$ cat src/rtl/fx3_pkg.sv
// Shared FX3 GPIF definitions: write-controller state encoding, default
// thread-address width and a counter-width helper.
package fx3_pkg;

  typedef enum logic [2:0] {
    IDLE    = 3'd0,
    SETUP   = 3'd1,
    WAIT_WM = 3'd2,
    SEND    = 3'd3,
    DELAY   = 3'd4
  } fx3_state_t;

  localparam int FX3_ADDR_W = 2;

  // Width able to hold 0..n-1, never narrower than one bit.
  function automatic int cnt_width(input int n);
    return (n > 2) ? $clog2(n) : 1;
  endfunction

endpackage

$ cat src/rtl/fx3_input_sync.sv
// Single register stage for FX3 pin inputs; decisions downstream only ever
// see the captured copy, never the raw pins.
module fx3_input_sync #(
  parameter int             W       = 1,
  parameter logic [W-1:0]   RST_VAL = '0
) (
  input  logic         clk,
  input  logic         rst,
  input  logic [W-1:0] d,
  output logic [W-1:0] q
);

  // capture stage
  always_ff @(posedge clk) begin
    if (rst) begin
      q <= RST_VAL;
    end else begin
      q <= d;
    end
  end

endmodule

$ cat src/rtl/fx3_multi_thread_writer.sv
// GPIF-II write controller: drains the sample FIFO into FX3 DMA threads in
// strict round-robin order, ending each burst on watermark, word count or underrun.
module fx3_multi_thread_writer
  import fx3_pkg::*;
#(
  parameter int NUM_THREADS   = 2,
  parameter int ADDR_W        = FX3_ADDR_W,
  parameter int BURST_WORDS   = 8192,
  parameter int USE_WATERMARK = 1,
  parameter int DELAY_CYCLES  = 1,
  parameter int ADDR_SETUP    = 1
) (
  input  logic                   fx3_clock,
  input  logic                   fx3_reset,
  input  logic                   fx3_nReady,
  input  logic [NUM_THREADS-1:0] fx3_threadReady,
  input  logic [NUM_THREADS-1:0] fx3_threadWatermark,
  input  logic                   fifoHalfFull,
  input  logic                   fifoEmpty,
  output logic                   fx3_nWrite,
  output logic [ADDR_W-1:0]      fx3_threadAddr,
  output logic                   fifoRead,
  output logic                   underrunFlag,
  output logic                   burstActive
);

  localparam int CNT_W  = cnt_width(BURST_WORDS);
  localparam int CUR_W  = cnt_width(NUM_THREADS);
  localparam int TMR_W  = cnt_width(DELAY_CYCLES + ADDR_SETUP + 1);
  localparam int SYNC_W = 2 * NUM_THREADS + 1;

  localparam logic [CNT_W-1:0] LAST_WORD  = CNT_W'(BURST_WORDS - 1);
  localparam logic [TMR_W-1:0] SETUP_LAST = TMR_W'(ADDR_SETUP - 1);
  localparam logic [TMR_W-1:0] DELAY_LAST = TMR_W'(DELAY_CYCLES - 1);
  localparam logic [CUR_W-1:0] LAST_CUR   = CUR_W'(NUM_THREADS - 1);

  logic [SYNC_W-1:0]      sync_d;
  logic [SYNC_W-1:0]      sync_q;
  logic                   nready_q;
  logic [NUM_THREADS-1:0] thread_ready_q;
  logic [NUM_THREADS-1:0] watermark_q;

  fx3_state_t       state;
  fx3_state_t       state_nx;
  logic [CUR_W-1:0] cur;
  logic [CUR_W-1:0] cur_nx;
  logic [CNT_W-1:0] word_cnt;
  logic [CNT_W-1:0] word_cnt_nx;
  logic [TMR_W-1:0] tmr;
  logic [TMR_W-1:0] tmr_nx;
  logic             underrun_nx;
  logic             load_addr;

  // nReady resets high so nothing is armed before the first real sample
  assign sync_d = {fx3_nReady, fx3_threadReady, fx3_threadWatermark};

  fx3_input_sync #(
    .W       (SYNC_W),
    .RST_VAL ({1'b1, {(2 * NUM_THREADS){1'b0}}})
  ) u_input_sync (
    .clk (fx3_clock),
    .rst (fx3_reset),
    .d   (sync_d),
    .q   (sync_q)
  );

  assign nready_q       = sync_q[SYNC_W-1];
  assign thread_ready_q = sync_q[2*NUM_THREADS-1:NUM_THREADS];
  assign watermark_q    = sync_q[NUM_THREADS-1:0];

  assign load_addr = (state_nx == SETUP) && (state != SETUP);

  // next-state, counters and sticky underrun
  always_comb begin
    state_nx    = state;
    cur_nx      = cur;
    word_cnt_nx = word_cnt;
    tmr_nx      = tmr;
    underrun_nx = underrunFlag;
    case (state)
      IDLE: begin
        if (thread_ready_q[cur] && fifoHalfFull && !nready_q) begin
          state_nx = SETUP;
          tmr_nx   = '0;
        end else begin
          state_nx = IDLE;
        end
      end
      SETUP: begin
        if (tmr == SETUP_LAST) begin
          tmr_nx   = '0;
          state_nx = (USE_WATERMARK != 0) ? WAIT_WM : SEND;
        end else begin
          tmr_nx = tmr + 1'b1;
        end
      end
      WAIT_WM: begin
        if (watermark_q[cur]) begin
          state_nx = SEND;
        end else begin
          state_nx = WAIT_WM;
        end
      end
      SEND: begin
        // underrun is checked independently so a coincident count end still flags it
        if (fifoEmpty || ((USE_WATERMARK != 0) && !watermark_q[cur]) || (word_cnt == LAST_WORD)) begin
          state_nx    = DELAY;
          tmr_nx      = '0;
          underrun_nx = underrunFlag | fifoEmpty;
        end else begin
          word_cnt_nx = word_cnt + 1'b1;
        end
      end
      DELAY: begin
        word_cnt_nx = '0;
        if (tmr == DELAY_LAST) begin
          tmr_nx   = '0;
          state_nx = IDLE;
          cur_nx   = (cur == LAST_CUR) ? '0 : cur + 1'b1;
        end else begin
          tmr_nx = tmr + 1'b1;
        end
      end
      default: begin
        state_nx = IDLE;
      end
    endcase
  end

  // state, counters and registered pin outputs (one cycle behind state)
  always_ff @(posedge fx3_clock) begin
    if (fx3_reset) begin
      state          <= IDLE;
      cur            <= '0;
      word_cnt       <= '0;
      tmr            <= '0;
      underrunFlag   <= 1'b0;
      fx3_nWrite     <= 1'b1;
      fifoRead       <= 1'b0;
      burstActive    <= 1'b0;
      fx3_threadAddr <= '0;
    end else begin
      state        <= state_nx;
      cur          <= cur_nx;
      word_cnt     <= word_cnt_nx;
      tmr          <= tmr_nx;
      underrunFlag <= underrun_nx;
      fx3_nWrite   <= (state != SEND);
      fifoRead     <= (state == SEND);
      burstActive  <= (state == SEND);
      if (load_addr) begin
        fx3_threadAddr <= ADDR_W'(cur);
      end else begin
        fx3_threadAddr <= fx3_threadAddr;
      end
    end
  end

endmodule
$ cat config.mk
export PLATFORM = sky130hd
export DESIGN_NAME = fx3_multi_thread_writer
export DESIGN_NICKNAME = d
export VERILOG_FILES = /design/src/rtl/fx3_pkg.sv /design/src/rtl/fx3_input_sync.sv /design/src/rtl/fx3_multi_thread_writer.sv
export SDC_FILE = /design/constraint.sdc
export NUM_CORES = 1
export LEC_CHECK = 0
export BUFFER_PORTS_ARGS = -buffer_cell sky130_fd_sc_hd__buf_2
export CORE_MARGIN = 3
export CORE_UTILIZATION = 55
export CTS_CLUSTER_SIZE = 8
export DETAILED_ROUTE_END_ITERATION = 8
export PLACE_DENSITY = 0.84
export SLEW_MARGIN = 20
export SYNTH_ARGS = -nofsm -noshare
export SYNTH_HDL_FRONTEND = slang
export SYNTH_SLANG_ARGS = --single-unit
export TNS_END_PERCENT = 1
$ cat constraint.sdc
create_clock -name fx3_clock -period 4.54 [get_ports fx3_clock]
set_input_delay 0.454 -clock fx3_clock [delete_from_list [all_inputs] [get_ports fx3_clock]]
set_output_delay 0.454 -clock fx3_clock [all_outputs]
set_load 0.01 [all_outputs]
==> results of run 1 <==
## cell usage in the layout, fill, tap and decap left out, types with 5 or more instances in the layout
cell type  instances
buf_2             13
inv_1              6
nand4_1            6
or4_1              7
o31ai_1            7
dfxtp_1           28
nand2_1           11
nor2b_1            5
a21oi_1           14
nand3_1            8
mux2i_1            5
nor2_1             9
## state kept, by name, summed over array words and instances (netlist names)
signal / cells
underrunFlag: 1
u_input_sync.q: 5
tmr: 2
fx3_threadAddr: 1
cur: 1
fx3_nWrite: 1
state: 3
burstActive: 1
word_cnt: 13
## stage by stage
stage               total power, mW  instance area [µm²]  cells  hold slack, ns
floorplan                     0.269                 1380    157           0.452
global placement              0.272                 1410    188           0.465
detailed placement            0.273                 1410    188           0.473
CTS                           0.434                 1470    192           0.280
global route                  0.445                 1470    192           0.274
finish                        0.433                 1470    192           0.282
## worst paths after layout
kind | start | end | slack, ns | cells past startpoint
max | word_cnt[0] | tmr[1] | 2.42 | 5
min | fx3_nReady | u_input_sync.q[4] | 0.28 | 2
max reg2reg | word_cnt[0] | tmr[1] | 2.42 | 5
min reg2reg | underrunFlag | underrunFlag | 0.50 | 2
## worst register-to-register path, delay by kind of cell, from the launching register on
family | cells | cell delay, ns
compound gates | 2 | 0.56
simple gates | 2 | 0.77
flops | 1 | 0.44
fa+ha+maj | 1 | 0.24
## area by class of cell
type	count	area, µm²	share of cell area
well taps	28	35.0	0.0239
flip-flops and latches	28	561	0.383
multi-input cells	112	722	0.493
inverters	6	22.5	0.0154
repair buffers	14	72.6	0.0495
clock inverters	1	30.0	0.0205
clock buffers	3	22.5	0.0154
## layer usage
metal  vias to the layer above  GRT usage  routed length [µm]  part of all wire
met2                        41      0.307                1330              0.51
met4                         0     0.0644                  32             0.012
met3                         3     0.0232                 111             0.042
met5                         -          0                   0                 0
li1                        591          -                   -                 -
met1                       550      0.204                1150              0.44
## logic make-up after synthesis
logic type,synth area share
XOR/XNOR,0.0127
buffers and inverters,0.0699
adder cells (fa/ha/maj),0.0272
AND/OR/NAND/NOR,0.280
multiplexers,0.0445
flip-flops,0.407
AO/OA/AOI/OAI,0.156
other,0.00272
## where the power goes
group	internal, mW	leakage, nW	total [mW]	switching, mW
clock network	0.0894	0.0279	0.165	0.0758
registers	0.249	0.227	0.251	0.00219
logic	0.00741	0.281	0.0169	0.00944
total	0.346	0.536	0.433	0.0874
==> results.toml, run 1 <==
[run_status]
outcome = "completed"

[logic_synthesis]
synth_cell_types = 38
ys_seq_area_frac = 0.407
postSynthCellCount = 157
synth_top_area_frac = 0.407
synthFlopType = "dfxtp_1"
yosysMostFrequentCell = "dfxtp_1"
synth_common_cells = "dfxtp_1 (28), a21oi_1 (14), nand2_1 (11)"
ys_ff_latch = 28
postSynthAreaPerCell_um2 = 8.78
synth_area_leaders = "dfxtp_1 (41%), a21oi_1 (5.1%), o31ai_1 (3.8%)"
netlist_area_um2 = 1380
async_flop_share = 0
yosys.area.top_type = "dfxtp_1"
ys_warn_count = 0
synth-edff-count = 0
synth_nets = 169

[layout]
nNetsFinal = 177
area_growth_pct = 6.26
n_antenna_cell = 0
fillers = 194
drive_gt1_frac = 0.152
fin_util = 0.638

[floorplanning]
num_rows = 17
start_util = 0.600
die_w_um = 56.1
die_h_um = 56.1
die_area_um2 = 3140
coreArea_um2 = 2300
io_pins = 15

[placement]
hpwl_mm = 1.90
port_buffers = 13
place_ws_ns = 2.46
gp_congestion = 0.790

[sta]
hold_viol_final = 0
worst_pin_slew_ns = 0.753
finalSetupViolCount = 0
relSlewSlack = 0.494
finalCritPeriodShare = 0.467
fmax_mhz = 472
setup_slack_ns = 2.42
period_needed_ns = 2.12
drv_slew = 0
rsz0062_at_grt = "no"
skew_ns = 0.0157
tns_ns = 0

[grt]
grt_overflow = 0
grt_max_degree = 21
grt_pass1_wl_mm = 4.42
grt_pass1_vias = 1054
track_usage = 0.171
antenna_found_initial = 0

[clock_network]
clk_latency_ns = 0.34
clock_sinks = 28
cts-htree-levels = 1
clock-root-buffer = "clkbuf_4"
numCtsBuffers = 3
tritoncts = "built"
postCtsSetupBuffers = 0
clk_pin_slew_worst_paths_ns = 0.16
hold_buffers = 0
cts_resized = 0
cts_buffer_depth = 2

[critical_path]
cp_slowest_stage_delay_ns = 0.59
crit_family = "simple AND/OR/NAND/NOR gates"
start_kind = "flop"
cp_num_buf_inv = 0
cp_max_fo = 6
critPathSlowestCell = "or4_1"
critPathCaptureType = "flop"
path_class = "reg2reg"
crit_chain = "ha_1 -> nand4_1 -> or4_1 -> a221oi_1 -> a311oi_1"
critPathRequiredTime_ns = 4.77
arrival_ns = 2.35

[job]
maxCapViolations = 0

[detailed_routing]
wire_per_inst_um = 13.6
vias_per_cell = 6.17
drc = 0
drtIter0Drc = 50
vias = 1185
first_pass_iters = 4
wirelength_mm = 2.62
ant_nets = 0

[pwr]
ir_worst_vdd_mv = 0.211
p_leak_nw = 0.536
p_per_area_nw_per_um2 = 296

[hold_path]
hold_class = "in2reg"
Power figures use the tool's default switching activity.
==> inputs of run 2 (changes only) <==
--- a/config.mk
+++ b/config.mk
@@ -7,10 +7,10 @@
 export LEC_CHECK = 0
 export BUFFER_PORTS_ARGS = -buffer_cell sky130_fd_sc_hd__buf_2
 export CORE_MARGIN = 3
-export CORE_UTILIZATION = 55
+export CORE_UTILIZATION = 51
 export CTS_CLUSTER_SIZE = 8
 export DETAILED_ROUTE_END_ITERATION = 8
-export PLACE_DENSITY = 0.84
+export PLACE_DENSITY = 0.83
 export SLEW_MARGIN = 20
 export SYNTH_ARGS = -nofsm -noshare
 export SYNTH_HDL_FRONTEND = slang
==> constraint.sdc (replaced) <==
create_clock -name fx3_clock -period 1.9 [get_ports fx3_clock]
set_input_delay 0.19 -clock fx3_clock [delete_from_list [all_inputs] [get_ports fx3_clock]]
set_output_delay 0.19 -clock fx3_clock [all_outputs]
set_load 0.01 [all_outputs]
==> results.toml, run 2 (synthesis gave the netlist of run 1 again) <==
[run_status]
outcome = "completed"

[layout]
mostFrequentLayoutCells = "dfxtp_1 (28), a21oi_1 (14), buf_2 (13), buf_4 (13), nand2_1 (11)"
largest_register = "word_cnt"
final_area_um2 = 1570
layout_commonest_cell = "dfxtp_1"
reg_top3 = "word_cnt (13), u_input_sync.q (5), state (3)"
n_antenna_cell = 0
drive_gt1_frac = 0.226
largest_reg_flops = 13
stdcell_count = 207
area_growth_pct = 13.6
nNetsFinal = 190

[grt]
antenna_found_initial = 0
grt_pass1_vias = 1100
grt_overflow = 0
track_usage = 0.183
grt_max_degree = 21
grt_pass1_wl_mm = 4.75

[detailed_routing]
drc = 0
wire_per_inst_um = 13.7
first_pass_iters = 4
vias = 1201
wirelength_mm = 2.84
vias_per_cell = 5.80
drtIter0Drc = 57
ant_nets = 0

[clock_network]
cts_buffer_depth = 2
clk_latency_ns = 0.34
cts-htree-levels = 1
clk_pin_slew_worst_paths_ns = 0.15
clock_sinks = 28
tritoncts = "built"
numCtsBuffers = 3
clock-root-buffer = "clkbuf_4"

[sta]
fmax_mhz = 561
tns_ns = 0
period_needed_ns = 1.78
rsz0062_at_grt = "yes"
hold_viol_final = 0
drv_slew = 0
finalCritPeriodShare = 0.938
setup_slack_ns = 0.118
finalSetupViolCount = 0
skew_ns = 0.00611

[hold_path]
min-delay-start = "fx3_threadWatermark[1]"
min_to = "u_input_sync.q[1]"
hold_class = "in2reg"
hold_path_depth = 2

[placement]
dpl.cell_count = 202
gp_congestion = 0.868
placed_area_um2 = 1510
place_ws_ns = 0.0436
hpwl_mm = 2.09
port_buffers = 13

[critical_path]
crit_chain = "nand4_1 -> or4_4 -> a221oi_2 -> a311oi_1"
critPathSlowestCell = "or4_4"
r2r-start = "word_cnt[9]"
r2r_cells = 4
critPathRequiredTime_ns = 2.13
cp_max_fo = 6
critPathLaunch = "word_cnt[9]"
r2r-end = "tmr[1]"
critPathCaptureType = "flop"
r2r_slack_ns = 0.12
path_class = "reg2reg"
start_kind = "flop"
cp_slowest_stage_delay_ns = 0.57
arrival_ns = 2.01

[floorplanning]
start_util = 0.547
die_w_um = 58.0
coreArea_um2 = 2520
die_h_um = 58.0
die_area_um2 = 3360
io_pins = 15
num_rows = 18

[pwr]
p_per_area_nw_per_um2 = 599
fin_total_pwr_mw = 0.938
ir_worst_vdd_mv = 0.404
p_leak_nw = 0.603

[job]
maxCapViolations = 0
## run 2: cell type report
type | instances | area (µm²)
fill | 234 | 956
multi-input combinational | 112 | 737
sequential | 28 | 561
timing repair buffer | 27 | 173
tap | 30 | 37.5
clock buffer | 4 | 36.3
inverter | 6 | 22.5
## run 2: power by group
group | internal (mW) | leakage, nW | switching (mW) | total, mW
clock network | 0.118 | 0.0210 | 0.174 | 0.292
registers | 0.594 | 0.227 | 0.00285 | 0.597
logic | 0.0222 | 0.355 | 0.0274 | 0.0496
total | 0.734 | 0.603 | 0.204 | 0.938
## run 2: what timing repair did
action / CTS / global route
hold buffers: 0 / 1
endpoints found under the hold margin: 0 / 1
endpoints found under the setup margin: 0 / 10
setup buffers: 0 / 0
resized for setup: 0 / 3
## run 2: layer usage
layer,up-vias,GRT usage,share of wire
met2,32,0.313,0.49
met3,3,0.0290,0.042
met4,0,0.0762,0.012
met5,-,0,0
li1,619,-,-
met1,547,0.228,0.45
## run 2: how the worst max path moves through the flow
stage | end | cells after the start | slack (ns)
floorplan | tmr[1] | 5 | 0.07
global placement | tmr[1] | 5 | 0.07
detailed placement | tmr[1] | 5 | 0.04
CTS | tmr[1] | 5 | 0.006
global route | word_cnt[4] | 7 | -0.003
finish | tmr[1] | 4 | 0.12
## run 2: metrics by stage
stage,util,hold WS [ns]
2_1_floorplan,-,0.294
3_3_place_gp,0.597,0.376
3_5_place_dp,0.597,0.377
4_1_cts,0.611,0.0155
5_1_grt,0.621,0.0543
6_report,0.621,0.0585
## run 2: worst max-delay path: cells and delay by family (launching register included)
kind | cells | cell delay [ns]
AO/OA/AOI/OAI | 2 | 0.45
AND/OR/NAND/NOR | 2 | 0.77
flip-flops | 1 | 0.46
